[src/rtl/image_stream_src.sv]
// Synthetic framed pixel-stream source: frame/header/row framing, dimension header, r+c+frame ramp.
// Latency: run seen in IDLE -> FRAME_START one cycle later; all outputs registered. Optional macro: IMAGE_SRC_HBLANK_EN.
module image_stream_src #(
    parameter int DATA_WIDTH  = 16,
    parameter int HEADER_LEN  = 32,
    parameter int VBLANK      = 16,
    parameter int HBLANK      = 4,
    parameter int DTYPE_WIDTH = 4
) (
    input  logic                   clk,
    input  logic                   resetb,
    input  logic                   run,
    input  logic [DATA_WIDTH-1:0]  num_rows,
    input  logic [DATA_WIDTH-1:0]  num_cols,
    output logic                   dvo,
    output logic [DTYPE_WIDTH-1:0] dtypeo,
    output logic [DATA_WIDTH-1:0]  datao,
    output logic                   busy,
    output logic [DATA_WIDTH-1:0]  frame_cnt
);

    localparam logic [DTYPE_WIDTH-1:0] DTYPE_FRAME_START  = DTYPE_WIDTH'(1);
    localparam logic [DTYPE_WIDTH-1:0] DTYPE_FRAME_END    = DTYPE_WIDTH'(2);
    localparam logic [DTYPE_WIDTH-1:0] DTYPE_HEADER_START = DTYPE_WIDTH'(3);
    localparam logic [DTYPE_WIDTH-1:0] DTYPE_HEADER       = DTYPE_WIDTH'(4);
    localparam logic [DTYPE_WIDTH-1:0] DTYPE_HEADER_END   = DTYPE_WIDTH'(5);
    localparam logic [DTYPE_WIDTH-1:0] DTYPE_ROW_START    = DTYPE_WIDTH'(6);
    localparam logic [DTYPE_WIDTH-1:0] DTYPE_PIXEL        = DTYPE_WIDTH'(7);
    localparam logic [DTYPE_WIDTH-1:0] DTYPE_ROW_END      = DTYPE_WIDTH'(8);

    localparam int HDR_W = 7;
    localparam logic [HDR_W-1:0] IMAGE_NUM_COLS_IDX = HDR_W'(2);
    localparam logic [HDR_W-1:0] IMAGE_NUM_ROWS_IDX = HDR_W'(3);

`ifdef IMAGE_SRC_HBLANK_EN
    localparam bit HBLK_EN = 1'b1;
`else
    localparam bit HBLK_EN = 1'b0;
`endif
    localparam bit HBLK_ON = HBLK_EN && (HBLANK > 0);

    typedef enum logic [3:0] {
        IDLE, FSTART, HSTART, HDR, HEND, RSTART, PIX, REND, HBLK, FEND, VBLK
    } state_t;

    state_t                  state_q, state_d;
    logic [DATA_WIDTH-1:0]   rows_q, rows_d;
    logic [DATA_WIDTH-1:0]   cols_q, cols_d;
    logic [DATA_WIDTH-1:0]   row_q, row_d;
    logic [DATA_WIDTH-1:0]   col_q, col_d;
    logic [HDR_W-1:0]        hdr_q, hdr_d;
    logic [31:0]             blk_q, blk_d;
    logic [DATA_WIDTH-1:0]   frame_cnt_q, frame_cnt_d;
    logic                    dvo_q, dvo_d;
    logic [DTYPE_WIDTH-1:0]  dtype_q, dtype_d;
    logic [DATA_WIDTH-1:0]   data_q, data_d;
    logic                    busy_q, busy_d;
    logic                    adv_row;

    // Each state describes the word registered at the next edge, so outputs lag state by one cycle.
    always_comb begin
        state_d     = state_q;
        rows_d      = rows_q;
        cols_d      = cols_q;
        row_d       = row_q;
        col_d       = col_q;
        hdr_d       = hdr_q;
        blk_d       = blk_q;
        frame_cnt_d = frame_cnt_q;
        dvo_d       = 1'b0;
        dtype_d     = '0;
        data_d      = '0;
        busy_d      = (state_q != IDLE);
        adv_row     = 1'b0;

        case (state_q)
            IDLE: begin
                if (run) begin
                    rows_d  = num_rows;
                    cols_d  = num_cols;
                    state_d = FSTART;
                end
            end
            FSTART: begin
                dvo_d   = 1'b1;
                dtype_d = DTYPE_FRAME_START;
                state_d = HSTART;
            end
            HSTART: begin
                dvo_d   = 1'b1;
                dtype_d = DTYPE_HEADER_START;
                hdr_d   = '0;
                state_d = HDR;
            end
            HDR: begin
                dvo_d   = 1'b1;
                dtype_d = DTYPE_HEADER;
                if (hdr_q == IMAGE_NUM_COLS_IDX) begin
                    data_d = cols_q;
                end else if (hdr_q == IMAGE_NUM_ROWS_IDX) begin
                    data_d = rows_q;
                end
                if (hdr_q == HDR_W'(HEADER_LEN - 1)) begin
                    state_d = HEND;
                end else begin
                    hdr_d = hdr_q + HDR_W'(1);
                end
            end
            HEND: begin
                dvo_d   = 1'b1;
                dtype_d = DTYPE_HEADER_END;
                row_d   = '0;
                state_d = (rows_q == '0) ? FEND : RSTART;
            end
            RSTART: begin
                dvo_d   = 1'b1;
                dtype_d = DTYPE_ROW_START;
                col_d   = '0;
                state_d = (cols_q == '0) ? REND : PIX;
            end
            PIX: begin
                dvo_d   = 1'b1;
                dtype_d = DTYPE_PIXEL;
                data_d  = row_q + col_q + frame_cnt_q;
                if (col_q == cols_q - DATA_WIDTH'(1)) begin
                    state_d = REND;
                end else begin
                    col_d = col_q + DATA_WIDTH'(1);
                end
            end
            REND: begin
                dvo_d   = 1'b1;
                dtype_d = DTYPE_ROW_END;
                if (HBLK_ON) begin
                    blk_d   = '0;
                    state_d = HBLK;
                end else begin
                    adv_row = 1'b1;
                end
            end
            HBLK: begin
                if (blk_q == 32'(HBLANK - 1)) begin
                    adv_row = 1'b1;
                end else begin
                    blk_d = blk_q + 32'd1;
                end
            end
            FEND: begin
                dvo_d       = 1'b1;
                dtype_d     = DTYPE_FRAME_END;
                frame_cnt_d = frame_cnt_q + DATA_WIDTH'(1);
                blk_d       = '0;
                state_d     = (VBLANK == 0) ? IDLE : VBLK;
            end
            VBLK: begin
                if (blk_q == 32'(VBLANK - 1)) begin
                    state_d = IDLE;
                end else begin
                    blk_d = blk_q + 32'd1;
                end
            end
            default: state_d = IDLE;
        endcase

        if (adv_row) begin
            if (row_q == rows_q - DATA_WIDTH'(1)) begin
                state_d = FEND;
            end else begin
                row_d   = row_q + DATA_WIDTH'(1);
                state_d = RSTART;
            end
        end
    end

    always_ff @(posedge clk) begin
        if (!resetb) begin
            state_q     <= IDLE;
            rows_q      <= '0;
            cols_q      <= '0;
            row_q       <= '0;
            col_q       <= '0;
            hdr_q       <= '0;
            blk_q       <= '0;
            frame_cnt_q <= '0;
            dvo_q       <= 1'b0;
            dtype_q     <= '0;
            data_q      <= '0;
            busy_q      <= 1'b0;
        end else begin
            state_q     <= state_d;
            rows_q      <= rows_d;
            cols_q      <= cols_d;
            row_q       <= row_d;
            col_q       <= col_d;
            hdr_q       <= hdr_d;
            blk_q       <= blk_d;
            frame_cnt_q <= frame_cnt_d;
            dvo_q       <= dvo_d;
            dtype_q     <= dtype_d;
            data_q      <= data_d;
            busy_q      <= busy_d;
        end
    end

    assign dvo       = dvo_q;
    assign dtypeo    = dtype_q;
    assign datao     = data_q;
    assign busy      = busy_q;
    assign frame_cnt = frame_cnt_q;

endmodule
[config.mk]
export PLATFORM = sky130hd
export DESIGN_NAME = image_stream_src
export DESIGN_NICKNAME = d
export VERILOG_FILES = /design/src/rtl/image_stream_src.sv
export SDC_FILE = /design/constraint.sdc
export NUM_CORES = 1
export LEC_CHECK = 0
export BUFFER_PORTS_ARGS = -buffer_cell sky130_fd_sc_hd__clkbuf_2
export CORE_MARGIN = 8
export CORE_UTILIZATION = 50
export CTS_CLUSTER_SIZE = 20
export DETAILED_ROUTE_END_ITERATION = 12
export GPL_TIMING_DRIVEN = 0
export PLACE_DENSITY = 0.75
export SLEW_MARGIN = 30
export SYNTH_ARGS = -nofsm -noshare
export SYNTH_HDL_FRONTEND = slang
export SYNTH_SLANG_ARGS = --single-unit
[constraint.sdc]
create_clock -name clk -period 3.3 [get_ports clk]
set_input_delay 0.495 -clock clk [delete_from_list [all_inputs] [get_ports clk]]
set_output_delay 0.495 -clock clk [all_outputs]
set_load 0.1 [all_outputs]
=== After elaboration in Yosys (flattened, before gate mapping) ===
Cells that the tools add are included.

* Add/sub/neg operators: 9
* $mul: 0
* Div/mod/pow operators: 0
* Magnitude comparators: 0
* Equality and inequality tests: 26
* Shifts and indexed selects: 0
* Multiplexer cells: 26
* Bitwise operators: 0
* Reductions and logical operators: 14

{| class="wikitable"
|+ Operator list
! cell !! count
|-
| $mux 16 || 6
|-
| $pmux 32 s3 || 1
|-
| $mux 32 || 2
|-
| $pmux 16 s2 || 2
|-
| $add 16x1->16 const B || 3
|-
| $pmux 4 s10 || 1
|-
| $add 16x16->16 || 2
|-
| $add 32x1->32 const B || 1
|-
| $eq 16x16->1 || 2
|-
| $eq 32x2->1 const B || 1
|-
| $eq 32x4->1 const B || 1
|-
| $logic_not 16->1 || 2
|-
| $pmux 4 s8 || 1
|-
| $sub 16x1->16 const B || 2
|-
| $mux 4 || 7
|-
| $eq 4x3->1 const B || 4
|-
| $eq 7x2->1 const B || 2
|-
| $pmux 7 s2 || 1
|-
| $eq 4x4->1 const B || 3
|-
| $ne 3x3->1 const B || 4
|-
| $eq 4x2->1 const B || 2
|-
| $ne 2x2->1 const B || 4
|-
| $reduce_or 8->1 || 1
|-
| $add 7x1->7 const B || 1
|-
| other kinds (14) || 19
|}

* Register bits: 145
* Bits in latches: 0
* Memory bits (writable): 0
* Bits in read-only memories: 0
* Input port bits: 35
* Logic and storage cells: 87
* Memories kept: 0

=== Logic depth before layout (Yosys ltp) ===
* Depth in word-level cells: 5
* Depth in mapped cells: 14
* Mapped depth without buffers: 14

=== Worst setup path before layout ===
No wires, ideal clock.

* Path kind: reg2reg
* Start: register frame_cnt_q[3], in the netlist frame_cnt[3]
* End: register data_q[15], in the netlist datao[15]
* Library setup time: 0.124 ns
* Data arrival time: 3.400 ns
* Path slack: -0.224 ns
* Stages on the path, launching flop included: 11
* Path through: dfxtp_1 > fa_1 > ha_1 > nor2b_1 > o21ai_0 > a21oi_1 > o41ai_1 > o211ai_1 > a31oi_1 > xnor2_1 > o22ai_1

* Longest elaborated chain between the ends: 2

{| class="wikitable"
|+ Ends and longest elaborated chain
! item !! RTL line !! text
|-
| start, declared || 53 || <nowiki>logic [DATA_WIDTH-1:0] frame_cnt_q, frame_cnt_d;</nowiki>
|-
| start signal, assigned || 197 || <nowiki>frame_cnt_q <= frame_cnt_d;</nowiki>
|-
| $add 16x16->16 || 124 || <nowiki>data_d = row_q + col_q + frame_cnt_q;</nowiki>
|-
| $pmux 16 s2 || 76 || <nowiki>case (state_q)</nowiki>
|-
| end signal, assigned || 200 || <nowiki>data_q <= data_d;</nowiki>
|-
| end, declared || 56 || <nowiki>logic [DATA_WIDTH-1:0] data_q, data_d;</nowiki>
|}

No other way between the ends.
A chain may end at the register's enable or synchronous reset.

=== Worst setup path in the final report ===
* Start: register cols_q[1]
* End: register col_q[6]

* Longest elaborated chain between the ends: 4

{| class="wikitable"
|+ Ends and longest elaborated chain
! item !! RTL line !! text
|-
| start, declared || 48 || <nowiki>logic [DATA_WIDTH-1:0] cols_q, cols_d;</nowiki>
|-
| start signal, assigned || 192 || <nowiki>cols_q <= cols_d;</nowiki>
|-
| $sub 16x1->16 || 125 || <nowiki>if (col_q == cols_q - DATA_WIDTH'(1)) begin</nowiki>
|-
| $eq 16x16->1 || 125 ||
|-
| $ne 2x2->1 (no line) || - ||
|-
| $reduce_and 2->1 (no line) || - ||
|-
| end signal, assigned || 194 || <nowiki>col_q <= col_d;</nowiki>
|-
| end, declared || 50 || <nowiki>logic [DATA_WIDTH-1:0] col_q, col_d;</nowiki>
|}

No other way between the ends.

==> flow_summary.toml <==
[outcome]
outcome = "complete, no violations"

[die]
num_io_pins = 73
core_area_um2 = 16580
start_util = 0.5121
dieArea_um2 = 21410
fp-row-count = 47
die_h_um = 146.3
die_width_um = 146.3

[yosys]
yosys_warnings = 0
synth_ff_type = "dfxtp_1"
synth_area_per_cell_um2 = 8.126
syn_area_um2 = 8492
yosys-top-cells-area = "dfxtp_1 (34%), xor2_1 (5.8%), xnor2_1 (5.6%)"
async_flop_share = 0
synth-edff-count = 0
synth.most_common_cell = "dfxtp_1"
syn_inst = 1045
synth.distinct_cells = 67
synth_seq_cells = 145
yosysSeqAreaShare = 0.3418
synth_fp_nets = 1119
synthTopCellsByCount = "dfxtp_1 (145), nand2_1 (125), nor2_1 (111)"
yosysTopAreaCellShare = 0.3418
yosysTopAreaCell = "dfxtp_1"

[setup_path]
critPathLaunchType = "flip-flop"
cp_cell_sequence = "inv_1 -> ha_4 -> or4b_2 -> nor3_2 -> nor3_1 -> o221a_2 -> a41oi_4 -> o21ai_2 -> buf_6 -> or4_1 -> a21oi_1"
end_kind = "flip-flop"
critPathArrivalTime_ns = 3.48
crit_type = "reg2reg"
path_max_fanout = 10
endpoint = "col_q[6]"
slowest_delay_ns = 0.62
crit_slowest_cell = "or4b_2"
reg2reg_slack_ns = 0.18
setup.worst_path.start = "cols_q[1]"
regToRegStartpoint = "cols_q[1]"
critPathRequiredTime_ns = 3.67
rr_worst_depth = 11
r2r-end = "col_q[6]"

[power]
p_leak_nw = 3.823
power_density_nw_per_um2 = 510.2
ir_drop_uv = 544.2

[layout]
seq_area_um2 = 2910
final_util = 0.5894
area_growth_pct = 15.10
nFillCells = 1510
drive_gt1_frac = 0.1290
nNetsFinal = 1208
fin_cells = 1367
multi_input_area_um2 = 5265
diodes = 0

[cts]
ctsHoldBuffers = 0
clock-root-buffer = "clkbuf_16"
cts_tree = "done"
clk-insertion-delay-late_ns = 0.45
htree_levels = 4
cts_made_buffers = 17
cts.sinks = 145
cts.reportedPaths.clkPinSlew_ns = 0.07
clk_path_buf_depth = 2

[job]
drv_cap = 0

[place]
place.gp.congestion = 0.9396
port_buffers = 71
dp_hpwl_mm = 18.06
post-place-cells = 1336

[global_route]
grt_antenna_before_repair = 0
grt_max_degree = 18
globalRouteOverflowTotal = 0
first_global_vias = 7572
grt_use_total = 0.2260
grt_pass1_wl_mm = 39.10

[drt]
drt_iter0_drc = 687
routed_via_density = 5.823
wl_per_cell_um = 17.65
drc_errors = 0
vias = 7960
dr.pass1.iters = 7
ant_nets = 0
routed_wl_mm = 24.13

[sta]
fin_skew_ns = 0.01313
relSlewSlack = 0.5072
fmax_ghz = 0.3209
drv_slew = 0
period_needed_ns = 3.116
rsz0062_at_grt = "false"
tightest_slew_ns = 0.7276
fin_crit_sh = 0.9442
hold_viol = 0
final-setup-viol-count = 0

[min_path]
hold_class = "in2reg"
-- stage by stage --
stage	area (um2)	total power [mW]	setup slack, ns	hold WS (ns)	setup TNS (ns)
global route	9774	5.192	0.04541	0.2695	0
floorplan	8498	2.737	0.009437	0.4664	0
CTS	9752	4.981	0.003438	0.2594	0
detailed placement	9129	2.980	-0.03288	0.4933	-0.07182
finish	9774	4.987	0.1840	0.2660	0
global placement	9129	2.962	-0.03448	0.4844	-0.03448
-- cell type report --
class / count / area share
Tap cell: 220 / 0.02816
Buffer: 59 / 0.02637
Clock buffer: 17 / 0.04352
Multi-Input combinational cell: 814 / 0.5387
Inverter: 26 / 0.009985
Clock inverter: 15 / 0.01920
Sequential cell: 145 / 0.2977
Timing Repair Buffer: 71 / 0.03635
-- worst max-delay path: cells and delay by family (launching register included) --
kind,cells,cell delay [ns]
AOI/OAI and AO/OA,4,0.76
and+or+nand+nor,4,1.36
adders and majority gates,1,0.19
buffers and inverters,2,0.32
DFF,1,0.40
-- per-layer routing --
layer	track usage	wire, um
met1	0.2757	10130
met4	0.09634	744
met3	0.06644	2079
met2	0.3646	11180
met5	0	0
-- where the power goes --
group / internal (mW) / total (mW) / leakage [nW] / switching (mW)
sequential: 1.82 / 1.92 / 1.18 / 0.0975
combinational: 0.382 / 1.06 / 2.35 / 0.677
clock: 1.09 / 2.01 / 0.294 / 0.917
total: 3.29 / 4.99 / 3.82 / 1.69
-- logic make-up (layout without fill, tap and decap cells) --
family,after synthesis,after routing,synth area share
flip-flops,145,145,0.3418
AO/OA/AOI/OAI,201,201,0.1510
buffers and inverters,86,188,0.04229
AND/OR/NAND/NOR,457,457,0.2714
multiplexers,7,7,0.008399
adder cells (fa/ha/maj),39,39,0.07161
XOR/XNOR,110,110,0.1135
-- how the worst min path moves through the flow --
| stage | start | end | slack (ns) | depth (start not counted) |
|---|---|---|---|---|
| after floorplan | blk_q[24] | blk_q[24] | 0.47 | 2 |
| after global placement | blk_q[22] | blk_q[22] | 0.48 | 2 |
| after detailed placement | blk_q[22] | blk_q[22] | 0.49 | 2 |
| after CTS | num_cols[10] | cols_q[10] | 0.26 | 3 |
| after global routing | num_cols[13] | cols_q[13] | 0.27 | 3 |
| final | num_cols[13] | cols_q[13] | 0.27 | 3 |
-- state kept, by name, summed over array words and instances (netlist names) --
name,count
rows_q,16
busy,1
dtypeo,4
col_q,16
datao,16
state_q,4
dvo,1
row_q,16
cols_q,16
frame_cnt,16
hdr_q,7
blk_q,32
-- cell usage in the layout, fill, tap and decap left out, drive strengths merged, types with 6 or more instances in the layout --
cell type,n
buf,13
and4,6
inv,35
o21ai,28
nor3,33
o211ai,7
clkbuf,134
a22oi,16
nand2,125
or2,8
a21oi,79
or4,11
a211oi,11
nor4,15
nand3,37
xnor2,54
fa,16
a31oi,12
and3,27
o31ai,6
or3,22
ha,23
mux2i,6
dfxtp,145
nor2b,8
xor2,56
nor2,111
nand4,16
nand2b,11
nand3b,11
a21o,9
-- repair_timing --
item / CTS / global route
gates resized for setup: 2 / 4
hold endpoints to repair: 0 / 0
gates cloned: 0 / 0
pin swaps: 0 / 0
setup endpoints to repair: 4 / 12
setup buffers: 0 / 0
No activity file was read; power rests on OpenSTA's default activity.
